File: src/rtl/down_counter.sv
// Loadable down-counter/timer: counts a loaded value down to zero, pulses tc and holds done until ack.
// Define DOWN_COUNTER_AUTO_RELOAD_EN for free-running period mode (reload on terminal count instead of DONE).
module down_counter #(
  parameter int unsigned     W = 8,
  parameter logic [W-1:0]    I = 8'hFF
) (
  input  logic         clk,
  input  logic         rst,
  input  logic         clr,
  input  logic         load,
  input  logic [W-1:0] load_val,
  input  logic         c_down,
  input  logic         ack,
  output logic [W-1:0] q,
  output logic         busy,
  output logic         tc,
  output logic         done
);

  typedef enum logic [1:0] {
    S_IDLE = 2'd0,
    S_RUN  = 2'd1,
    S_DONE = 2'd2
  } state_e;

  state_e         state_q, state_d;
  logic [W-1:0]   count_q, count_d;
  logic           tc_q, tc_d;
  logic           busy_q;
  logic           done_q;

`ifdef DOWN_COUNTER_AUTO_RELOAD_EN
  logic [W-1:0]   reload_q, reload_d;
`endif

  // NOTE: every next-state signal gets a default first so this block can never infer a latch.
  always_comb begin
    state_d = state_q;
    count_d = count_q;
    tc_d    = 1'b0;
`ifdef DOWN_COUNTER_AUTO_RELOAD_EN
    reload_d = reload_q;
`endif

    if (clr) begin
      state_d = S_IDLE;
      count_d = I;
`ifdef DOWN_COUNTER_AUTO_RELOAD_EN
      reload_d = '0;
`endif
    end else if (load) begin
      // A zero load finishes immediately so the timer never runs a zero-length period.
      count_d = load_val;
`ifdef DOWN_COUNTER_AUTO_RELOAD_EN
      reload_d = load_val;
`endif
      if (load_val == '0) begin
        state_d = S_DONE;
        tc_d    = 1'b1;
      end else begin
        state_d = S_RUN;
      end
    end else begin
      unique case (state_q)
        S_DONE: begin
          if (ack) begin
            state_d = S_IDLE;
            count_d = I;
          end
        end
        S_RUN: begin
          if (c_down) begin
            if (count_q == W'(1)) begin
              tc_d = 1'b1;
`ifdef DOWN_COUNTER_AUTO_RELOAD_EN
              count_d = reload_q;
`else
              count_d = '0;
              state_d = S_DONE;
`endif
            end else begin
              count_d = count_q - 1'b1;
            end
          end
        end
        default: ;
      endcase
    end
  end

  // NOTE: sequential state uses non-blocking assignments so all registers update together at the edge.
  always_ff @(posedge clk) begin
    if (rst) begin
      state_q <= S_IDLE;
      count_q <= I;
      tc_q    <= 1'b0;
      busy_q  <= 1'b0;
      done_q  <= 1'b0;
`ifdef DOWN_COUNTER_AUTO_RELOAD_EN
      reload_q <= '0;
`endif
    end else begin
      state_q <= state_d;
      count_q <= count_d;
      tc_q    <= tc_d;
      busy_q  <= (state_d == S_RUN);
      done_q  <= (state_d == S_DONE);
`ifdef DOWN_COUNTER_AUTO_RELOAD_EN
      reload_q <= reload_d;
`endif
    end
  end

  assign q    = count_q;
  assign busy = busy_q;
  assign tc   = tc_q;
  assign done = done_q;

endmodule

File: config.mk
export PLATFORM = sky130hd
export DESIGN_NAME = down_counter
export DESIGN_NICKNAME = d
export VERILOG_FILES = /design/src/rtl/down_counter.sv
export SDC_FILE = /design/constraint.sdc
export NUM_CORES = 1
export LEC_CHECK = 0
export BUFFER_PORTS_ARGS = -buffer_cell sky130_fd_sc_hd__clkbuf_2
export CAP_MARGIN = 5
export CORE_MARGIN = 3
export CORE_UTILIZATION = 40
export CTS_CLUSTER_SIZE = 24
export DETAILED_ROUTE_END_ITERATION = 10
export PLACE_DENSITY = 0.71
export SETUP_SLACK_MARGIN = 0.3
export SYNTH_ARGS = -nofsm -noshare
export SYNTH_HDL_FRONTEND = slang
export SYNTH_SLANG_ARGS = --single-unit
export TNS_END_PERCENT = 20
File: constraint.sdc
create_clock -name clk -period 6.3 [get_ports clk]
set_clock_uncertainty 0.05 [all_clocks]
set_input_delay 1.26 -clock clk [delete_from_list [all_inputs] [get_ports clk]]
set_output_delay 1.26 -clock clk [all_outputs]
set_load 0.02 [all_outputs]
# After elaboration in Yosys (flattened, before gate mapping)

Cells that the tools add are included.

Flip-flop bits (word level): 13
Word-level logic and storage cells: 34

Add/subtract/negate cells: 1
Eq/ne operators: 7
Muxes and demuxes: 17
Reductions and logical operators: 4

Operators with widths:

| operator            | number |
|---|---|
| $mux 8              | 4 |
| $pmux 8 s2          | 1 |
| $mux 2              | 6 |
| $eq 8x1->1 const B  | 1 |
| $logic_not 8->1     | 1 |
| $sub 8x1->8 const B | 1 |
| $ne 3x3->1 const B  | 2 |
| $mux 1              | 5 |
| $eq 2x1->1 const B  | 2 |
| $eq 2x2->1 const B  | 2 |
| $pmux 2 s2          | 1 |
| $reduce_and 3->1    | 1 |
| $reduce_bool 3->1   | 1 |
| $reduce_or 2->1     | 1 |

# Logic depth before layout (Yosys ltp)

Word-level depth: 7
Mapped depth: 7

# Worst setup path before layout

OpenSTA, ideal clock, no wires.

Path kind: input-to-reg
Start: input load
End: register done_q (netlist: done)
Setup time: 0.058 ns
Arrival time: 2.240 ns
Data required time: 6.192 ns
Slack: 3.952 ns
Stages: 4
Cell sequence: nand2b_1 or4_4 a221oi_2 o21a_1

Longest elaborated chain between the ends: 3

RTL lines:

| item                 | line | text |
|---|---|---|
| from (decl)          | 10   | `input logic load,` |
| $mux 2               | 51   | `end else if (load) begin` |
| $mux 2               | 45   | `if (clr) begin` |
| $eq 2x2->1           | 107  | `done_q <= (state_d == S_DONE);` |
| to (signal assigned) | 107  |  |
| to (decl)            | 30   | `logic done_q;` |

No other way between the ends.
A chain may end at the register's enable or synchronous reset.

# Worst setup path in the final report

Same ends and word-level chain as after synthesis.

==> results.json <==
{
  "routed_via_density": 5.86,
  "grt_pass1_vias": 839,
  "synth_nets": 123,
  "layout.filler_cells": 188,
  "final-max-slew-violation-count": 0,
  "avgRoutedWirePerCell_um": 14.3,
  "hold_viol_final": 0,
  "final-seq-area_um2": 260,
  "syn-instance-count": 105,
  "commonest_non_fill_non_tap_cell_in_the_layout": "sky130_fd_sc_hd__clkbuf_2",
  "rows": 15,
  "multi_input_comb_area_um2": 539,
  "placement.cell_area_um2": 973,
  "hold-worst-slack_ps": 482,
  "max-clock-path-buffers": 2,
  "critical_path_peak_fanout": 11,
  "area_growth_syn_to_layout_pct": 18.9,
  "ys_ff_latch": 13,
  "outcome": "complete, no violations",
  "setup-violations-final": 0,
  "yosysWarnings": 0,
  "power_switching_mw": 0.0492,
  "crit_chain": "clkbuf_2, nand2b_1, or4_4, a221oi_2, o21a_1",
  "area_of_the_die_um2": 2690,
  "syn_area_per_cell_um2": 8.01,
  "antenna_found_initial": 0,
  "timing.critical_path.from_type": "primary input",
  "gp_routability_congestion": 0.895,
  "static-leakage-power_nw": 0.399,
  "numCtsBuffers": 3,
  "max_cap_violations": 0,
  "drt_first_iter_violations": 28,
  "clk_root_buffer_cell": "sky130_fd_sc_hd__clkbuf_4",
  "worst_ep_required_time_ps": 6490,
  "worstSetupEndpointType": "register",
  "groute.usage.overall_pct": 17.9,
  "antenna_cells": 0,
  "clk-insertion-delay-late_ps": 290,
  "cts_hold_buffers": 0,
  "final_antenna_net_count": 0,
  "fmax_mhz": 402,
  "instances_no_fill": 153,
  "drcViolationCount": 0,
  "power.ir.vdd_worst_v": 0.000121,
  "dr_total_vias": 896,
  "floorplan.die.height_um": 51.8,
  "layout-drive-gt1-share_pct": 24.2,
  "layout_min_cycle_time_ps": 2490,
  "postRouteWirelength_mm": 2.19,
  "boundaryPins": 25,
  "die_x_um": 51.8,
  "synth.top_cells.by_area": "sky130_fd_sc_hd__dfxtp_1, sky130_fd_sc_hd__ha_1, sky130_fd_sc_hd__a21oi_1, sky130_fd_sc_hd__nor2_1, sky130_fd_sc_hd__nor3_1",
  "synthesis.area_um2": 841,
  "clock_power_share_pct": 32.3,
  "drt_pre_antenna_iters": 4,
  "grt_remaining_overflow": 0,
  "timing.critical_path.slowest_cell_delay_ps": 580,
  "most-common-layout-cells": "sky130_fd_sc_hd__clkbuf_2, sky130_fd_sc_hd__dfxtp_1, sky130_fd_sc_hd__a21oi_1, sky130_fd_sc_hd__nor2_1",
  "worst-endpoint-arrival_ps": 2670,
  "p_sw_share_pct": 29.2,
  "io_buffer_count": 24,
  "min_period_over_period_pct": 39.5,
  "timing.hold.worst.class": "reg2reg",
  "finish.instance_area_um2": 1000,
  "crit_path_top_delay_cell": "sky130_fd_sc_hd__or4_4",
  "post_cts_resized": 0,
  "setup-tns-final_ps": 0,
  "placed_cells": 149,
  "synth-seq-area-share_pct": 31.0,
  "initial_utilization_pct": 45.3,
  "number_of_h_tree_levels": 1,
  "combPwrFrac_pct": 15.7,
  "place_hpwl_mm": 1.67,
  "grt_first_pass_wirelength_mm": 3.60,
  "worst_setup_hold_path_clk_slew_ps": 80,
  "seq_power_share_pct": 52.0,
  "synth_top_area_share_pct": 31.0,
  "slew_headroom_pct": 55.6,
  "max_slew.worst_pin.slew_ps": 660,
  "post_cts.repair.setup_buffers": 0,
  "finish.net_count": 147,
  "pwr_density_cell_nw_per_um2": 169,
  "grt_setup_unrepaired": "false",
  "cell_variety_after_synth": 38,
  "post-synth-top-area-cell": "sky130_fd_sc_hd__dfxtp_1",
  "cts_sink_count": 13,
  "maximum_number_of_pins_on_one_net_before_global_route_repair": 15,
  "cts_tree": "yes",
  "worstSetupPathType": "in2reg",
  "intPower_mw": 0.119,
  "core_region_area_um2": 1860
}
==> metrics by stage <==
step                setup slack (ps)  power [mW]  utilization [%]
finish                          3810       0.169             53.8
global route                    3740       0.178             53.8
CTS                             3830       0.170             53.8
detailed placement              3540       0.116             52.4
global placement                3570       0.116             52.4
floorplan                       3950       0.106                -
==> final timing paths <==
check / start / endpoint / slack, ps / cells past startpoint
max: load / done / 3810 / 5
min: q[1] / q[1] / 480 / 2
max reg2reg: q[0] / done / 4100 / 5
min reg2reg: q[1] / q[1] / 480 / 2
==> state kept, by name, summed over array words and instances, names as in the netlist <==
name	count
q	8
tc	1
state_q	2
done	1
busy	1
==> area by class of cell <==
cell class	instances	share of cell area (%)
clock buffer	4	2.63
inverter	6	2.25
multi-input combinational	81	53.9
sequential	13	26.0
tap	25	3.13
timing repair buffer	24	12.0
==> critical path, delay by kind of cell <==
kind,cells,cell delay (ps)
AND/OR/NAND/NOR,2,900
AO/OA/AOI/OAI,2,390
buffers and inverters,1,120
==> layer usage <==
layer / up-vias / global-route usage, % / wire, um
met5: - / 0 / 0
met4: 0 / 7.42 / 32
met3: 7 / 5.73 / 140
met2: 32 / 28.9 / 1040
met1: 412 / 21.6 / 971
li1: 445 / - / -
==> logic make-up after synthesis <==
logic type,count (synthesis),share of synthesized area (%)
xor+xnor,2,2.08
flops,13,31.0
buf+inv,11,4.91
fa+ha+maj,4,5.95
compound gates,36,29.8
simple gates,38,25.1
mux,1,1.19
==> cell usage after synthesis, drive strengths merged <==
library cell / count
nand4: 2
ha: 4
o32a: 1
nor4: 2
clkbuf: 5
a21boi: 1
a41o: 1
o21a: 2
o311ai: 1
nor2: 9
o22ai: 1
a21o: 1
mux2i: 1
a31oi: 2
or2: 1
nand2b: 2
a221oi: 1
or4: 3
nor2b: 2
a2111oi: 2
o31ai: 3
a311oi: 1
xor2: 2
o21ai: 5
o211ai: 1
a211oi: 3
nor3: 6
or3b: 1
a21oi: 9
o31a: 1
inv: 6
dfxtp: 13
nand2: 5
and4: 1
nor3b: 2
nand3: 2
==> power by group through the flow <==
stage               Clock [mW]  Combinational, mW  Sequential [mW]
floorplan                    0             0.0139           0.0918
global placement             0             0.0261           0.0896
detailed placement           0             0.0264           0.0897
CTS                     0.0557             0.0265           0.0877
global route            0.0599             0.0297           0.0882
finish                  0.0544             0.0265           0.0878
Power figures use the tool's default switching activity.
